File: config.mk
export PLATFORM = sky130hd
export DESIGN_NAME = wb_std_to_pipelined_ram
export DESIGN_NICKNAME = d
export VERILOG_FILES = /design/src/rtl/wb_pkg.sv /design/src/rtl/wb_pipelined_ram.sv /design/src/rtl/wb_std_to_pipelined_ram.sv
export SDC_FILE = /design/constraint.sdc
export NUM_CORES = 2
export LEC_CHECK = 0
export CORE_MARGIN = 4
export CORE_UTILIZATION = 45
export DETAILED_ROUTE_END_ITERATION = 8
export GPL_ROUTABILITY_DRIVEN = 0
export HOLD_SLACK_MARGIN = 0.08
export PLACE_DENSITY_LB_ADDON = 0.05
export SYNTH_ARGS = -nofsm -noshare
export SYNTH_HDL_FRONTEND = slang
export SYNTH_SLANG_ARGS = --single-unit
export TNS_END_PERCENT = 5
File: constraint.sdc
create_clock -name clk -period 10.9 [get_ports clk]
set_clock_uncertainty 0.15 [all_clocks]
set_input_delay 1.635 -clock clk [delete_from_list [all_inputs] [get_ports clk]]
set_output_delay 1.635 -clock clk [all_outputs]
set_load 0.02 [all_outputs]
File: src/rtl/wb_pkg.sv
// Shared types for the standard-to-pipelined Wishbone bridge and its RAM slave.
package wb_pkg;

   localparam int unsigned ADR_WIDTH     = 16;
   localparam int unsigned DAT_WIDTH     = 16;
   localparam int unsigned RAM_ADR_WIDTH = 8;
   localparam int unsigned RAM_DEPTH     = 1 << RAM_ADR_WIDTH;

   typedef logic [ADR_WIDTH-1:0]     adr_t;
   typedef logic [DAT_WIDTH-1:0]     dat_t;
   typedef logic [RAM_ADR_WIDTH-1:0] ram_adr_t;

   typedef enum logic {IDLE, WAIT} bridge_state_t;

   // Master-to-slave payload of the internal pipelined bus.
   typedef struct packed {
      logic cyc;
      logic stb;
      logic we;
      adr_t adr;
      dat_t dat;
   } wb_req_t;

   // Slave-to-master payload of the internal pipelined bus.
   typedef struct packed {
      logic stall;
      logic ack;
      dat_t dat;
   } wb_rsp_t;

endpackage

File: src/rtl/wb_pipelined_ram.sv
// Pipelined Wishbone RAM slave: registered ack/read data one cycle after acceptance.
// Define WB_STALL_INJECT_EN to stall the first cycle of every new request.
module wb_pipelined_ram
   import wb_pkg::*;
(
   input  logic    clk,
   input  logic    rst,
   input  wb_req_t req_i,
   output wb_rsp_t rsp_o
);

   dat_t     mem_q [RAM_DEPTH];
   logic     ack_q;
   dat_t     dat_q;
   logic     stall;
   logic     accept;
   ram_adr_t idx;
   logic     unused_adr_hi;

   // Upper address bits alias onto the RAM depth.
   assign idx           = req_i.adr[RAM_ADR_WIDTH-1:0];
   assign unused_adr_hi = ^req_i.adr[ADR_WIDTH-1:RAM_ADR_WIDTH];

`ifdef WB_STALL_INJECT_EN
   logic stalled_q;

   // Stall exactly once per request: released after one stalled cycle.
   assign stall = req_i.cyc & req_i.stb & ~stalled_q;

   always_ff @(posedge clk) begin
      if (rst) stalled_q <= 1'b0;
      else     stalled_q <= stall;
   end
`else
   assign stall = 1'b0;
`endif

   assign accept = req_i.cyc & req_i.stb & ~stall;

   always_ff @(posedge clk) begin
      if (rst) begin
         ack_q <= 1'b0;
         dat_q <= '0;
      end else begin
         ack_q <= accept;
         if (accept && !req_i.we) dat_q <= mem_q[idx];
      end
   end

   // Storage is not reset; a write coinciding with reset is suppressed.
   always_ff @(posedge clk) begin
      if (accept && req_i.we && !rst) mem_q[idx] <= req_i.dat;
   end

   assign rsp_o.stall = stall;
   assign rsp_o.ack   = ack_q;
   assign rsp_o.dat   = dat_q;

endmodule

File: src/rtl/wb_std_to_pipelined_ram.sv
// Standard (classic) Wishbone slave bridging each cycle to one pipelined request on a RAM.
// Optional WB_STALL_INJECT_EN adds one stall cycle per transfer inside the RAM.
module wb_std_to_pipelined_ram
   import wb_pkg::*;
(
   input  logic                 clk,
   input  logic                 rst,
   input  logic                 wb_cyc_i,
   input  logic                 wb_stb_i,
   input  logic                 wb_we_i,
   input  logic [ADR_WIDTH-1:0] wb_adr_i,
   input  logic [DAT_WIDTH-1:0] wb_dat_m_i,
   output logic [DAT_WIDTH-1:0] wb_dat_s_o,
   output logic                 wb_ack_o
);

   bridge_state_t state_q;
   wb_req_t       wb2_req;
   wb_rsp_t       wb2_rsp;

   // Only issue a request from IDLE so a held strobe never reissues.
   always_comb begin
      wb2_req.cyc = wb_cyc_i;
      wb2_req.stb = wb_cyc_i & wb_stb_i & (state_q == IDLE);
      wb2_req.we  = wb_we_i;
      wb2_req.adr = wb_adr_i;
      wb2_req.dat = wb_dat_m_i;
   end

   always_ff @(posedge clk) begin
      if (rst) begin
         state_q <= IDLE;
      end else begin
         case (state_q)
            IDLE:    if (wb2_req.stb && !wb2_rsp.stall) state_q <= WAIT;
            WAIT:    if (!wb_cyc_i || wb2_rsp.ack)      state_q <= IDLE;
            default: state_q <= IDLE;
         endcase
      end
   end

   // An ack arriving after the master abandoned the cycle is swallowed.
   assign wb_ack_o   = wb2_rsp.ack & wb_cyc_i & wb_stb_i;
   assign wb_dat_s_o = wb2_rsp.dat;

   wb_pipelined_ram u_ram (
      .clk   (clk),
      .rst   (rst),
      .req_i (wb2_req),
      .rsp_o (wb2_rsp)
   );

endmodule

**Yosys cells after proc, flatten, opt, wreduce, memory -nomap -nowiden**

Memories as Yosys holds them, arrays and structs flattened. A register that Yosys moved wholly into a read port is not among the register bits.
Index checks and enable logic that the tools add are counted.

- Register bits: 2
- RAM bits: 4096
- Input bits: 37
- Output and inout bits: 17
- Word-level logic and storage cells: 21
- Memories: 1

Memory list:

| name | words | width | rd ports | clocked after Yosys merged registers in | wr ports | RTL line | text |
|---|---|---|---|---|---|---|---|
| u_ram.mem_q | 256 | 16 | 1 | 1 | 1 | wb_pipelined_ram.sv:12 | `dat_t mem_q [RAM_DEPTH];` |

- Multiplexer cells: 5
- Bitwise logic cells: 6
- Reduce and logical (&&, ||, !) cells: 7

Operators by type and width:

| cell | count |
|---|---|
| AND 1 bit | 5 |
| two-way mux 1 bit | 4 |
| logical AND 1 bit | 3 |
| logical NOT 1 bit | 3 |
| case mux 1 bit (2 select lines) | 1 |
| logical OR 1 bit | 1 |
| inverter 1 bit | 1 |

**Depth between registers and ports, before layout**

- Depth in word-level cells: 7
- Mapped depth: 13

**Modules after synthesis**

From an unflattened synthesis, not the netlist that was laid out.

- Cells, all modules: 7486
- Area, all modules: 158854.9 µm²

By module, submodules not included:

| module | instances | cells an instance | area an instance (µm²) |
|---|---|---|---|
| wb_pipelined_ram | 1 | 7478 | 158793.5 |
| wb_std_to_pipelined_ram | 1 | 8 | 61.3 |

**Worst setup path after synthesis**

OpenSTA, ideal clock, no wires.

- Path kind: in2reg
- Start: input port wb_adr_i[1]
- End: memory u_ram.mem_q[222][0] in the netlist's numbering, enable pin
- Arrival time: 4.109 ns
- Required time: 10.361 ns
- Slack: 6.253 ns
- Stages: 10
- Path buffers: 7
- Path through: buf_6 -> buf_4 -> buf_4 -> buf_4 -> buf_4 -> buf_4 -> and3_1 -> nand3_1 -> clkbuf_1 -> nor2_1

RTL lines:

| what | RTL line | text |
|---|---|---|
| start, declared | wb_std_to_pipelined_ram.sv:11 | `input logic [ADR_WIDTH-1:0] wb_adr_i,` |
| end, declared | wb_pipelined_ram.sv:12 |  |

Straight into the memory's write port.

**Final worst setup path**

- Start: input port wb_adr_i[5]
- End: memory u_ram.mem_q[234][7] in the netlist's numbering, enable pin

Straight into the memory's write port.

==> results.md <==
- Core Region: 0.350 sq mm
- Root buf cell: clkbuf_16
- Hold Vio Cnt, Final: 0
- Least-Margin Pin Slew: 1330 ps
- Multi-input gate area in the final layout: 0.0332 sq mm
- FF+latch area: around 0.12 sq mm
- Avg Vias per Cell: slightly above 6
- Netlist cell types: 70
- Nets: just under 8k
- CTS Buf Count: 432
- Vias in the first global route: just under 80k
- Final period utilization: 0.516
- Die area: between 0.3 and 0.4 sq mm
- Met3 Routed Length: 33.9 mm
- Status: finished, final reports clean
- CP max FO: 23
- Most frequent cells in the layout: edfxtp_1 (4,096), mux4_2 (901), clkbuf_16 (437), mux2i_1 (395), buf_4 (338)
- Tmin final: ~5600 ps
- Skew-Pair Late Insertion Delay: a little under 1000 ps
- Fill cells: ~28k
- CP endpoint kind: register
- Wirelength per Cell: 36.3 um
- Slew headroom: 0.105
- Leak pwr: roughly 56 nW
- Post-synth top area cell: edfxtp_1
- First-pass GRT wire length: ~640 mm
- Async S/R FF share, synth: 0
- WS Path Type: input pin to register
- Xor-xnor portion of the synthesized cell area: 0
- Adder-cell area share of the yosys netlist: 0
- Worst path cell trace: buf_4, buf_4, nor2b_1, nand3_1, nor2_1, buf_4
- Slew Limit Fails: 0
- HPWL after DPL: around 270 mm
- Syn_area_per_cell: 21.6 sq um
- Critical Path Max Stage Delay: ~1200 ps
- Synth Area in Compound Gates: 0.0265
- Number of nets still failing antenna checks after routing: 0
- Startpoint Class: input pin
- Fmax: 178 MHz
- Number of post-CTS setup repair buffers: 0
- Total design power: 33.1 mW
- Num ports: 54
- DRT iter0 DRCs: 9,233
- Synth Instances: about 7.4k
- Layout cells sized above 1: 0.256
- Area growth from synthesis to layout: 13.0%
- CP max-delay cell: nor2_1
- Max capacitance violation total: 0
- Switching share of power: 0.217
- Final setup fails: 0
- Top cells by area, synth: edfxtp_1 (78%), mux4_2 (13%), mux2i_1 (2.5%), nor2_1 (0.86%), nand2_1 (0.71%)
- Ys Warns: 0
- Area share of the largest cell type after synthesis: 0.775
- Mapped cell area: 0.159 sq mm
- Initial core utilization: 0.453
- Post-synth EDFFs: between 4k and 5k
- Clock share of power: 0.426
- Commonest non-fill, non-tap cell in the layout: edfxtp_1
- Post-synthesis sequential area ratio: 0.778
- CTS tree: done
- Worst vdd ir: 0.134 mV
- Largest net degree at the start of global routing: ~170
- Reg power frac: 0.526
- Post-CTS Resized: 0
- Number of synthesized register bits: about 4.1k
- Initial antenna violation count: 33
- Top routing layer used: met5
- Setup tns final: 0 ps
- H-Tree Level Count: 5
- Net Sw Power: just over 7 mW
- Clock sink count: 4,114
- Post-route met1 wirelength: about 200 mm
- Top_reg_cell synth: edfxtp_1
- Die H: about 600 um
- Die W: 602 um
- CTS Hold Bufs: 0
- Metal2 WL: 215 mm
- Gr usage total: 0.251
- Arr. time, crit path: ~6200 ps
- # DRC: 0
- Layout Utilization: 0.512
- RSZ-0062 raised after global routing: false
- Detailed Route WL: 462 mm
- Power per Cell Area: about 180 mW/mm^2
- Comb power frac: 0.048
- Area share of and/or/nand/nor cells after synthesis: 0.0233
- Vias: 78.7k
- Rows: 217
- CTS max path bufs: 4
- Post-synthesis mux area share: 0.156
- GRT overflow: 0
- CP dominant cell by count: buf_4
- Largest family of logic cells by synthesized area: multiplexers
- Clock-pin slew on the worst setup and hold paths: about 60 ps
- IO Port Bufs: 45
- Worst EP required: between 10,000 and 15,000 ps
- Pre-antenna DRT Iters: 5
- Int Power: between 20 and 30 mW
- Worst hold path class: register to register
- Syn Nets: about 7.4k
## state kept, by name, summed over array words and instances (netlist names)
name         count
state_q          1
u_ram.mem_q   4096
u_ram.dat_q     16
u_ram.ack_q      1
## synthesized netlist by cell type, drive strengths merged, types with 29 or more instances
library cell  number
o21ai             75
nand3             63
nand2            303
a21oi             78
o22ai            103
a31oi             29
clkbuf           120
nor2             364
buf              308
nor3              37
mux2i            395
edfxtp          4096
a32oi             70
mux4             907
mux2              37
a22oi             72
## worst max-delay path, delay by kind of cell
family / cells / cell delay [ps]
AND/OR/NAND/NOR: 3 / 3110
buffers and inverters: 3 / 1250
## power groups by stage
stage	Sequential, mW	Combinational [mW]	Clock [mW]
finish	17.4	1.60	14.1
global route	17.4	1.68	15.1
CTS	17.4	1.61	14.4
detailed placement	17.8	1.61	0
global placement	17.8	1.59	0
floorplan	17.7	0.805	0
## logic make-up after synthesis
family / count (synthesis)
AO/OA/AOI/OAI: 592
buffers and inverters: 442
flip-flops: 4114
multiplexers: 1339
AND/OR/NAND/NOR: 871
## worst paths after layout
path	start	to	slack [ps]	cells past startpoint
max	wb_adr_i[5]	u_ram.mem_q[234][7]	5280	6
min	u_ram.ack_q	state_q	330	1
max reg2reg	state_q	u_ram.mem_q[193][11]	6310	8
min reg2reg	u_ram.ack_q	state_q	330	1
## routing by layer
metal,vias up,GRT usage
li1,31800,-
met1,43200,0.370
met2,3046,0.386
met3,615,0.0440
met4,6,0.0766
met5,-,0
## layout make-up
cell class | count | area share
Multi-Input combinational cell | 2802 | 0.185
Inverter | 14 | 0.000377
Tap cell | 4599 | 0.0321
Clock buffer | 568 | 0.0642
Sequential cell | 4114 | 0.688
Timing Repair Buffer | 398 | 0.0190
Antenna cell | 18 | 0.000251
Clock inverter | 223 | 0.0108
## per-stage QoR
step	cells	area (sq um)	hold WS, ps	setup WS [ps]
finish	12700	179000	332	5280
global route	12700	179000	336	5270
CTS	12700	179000	327	5290
detailed placement	11900	166000	307	4240
global placement	11900	166000	294	4190
floorplan	7358	159000	268	6250
(Power assumes the default switching activity.)
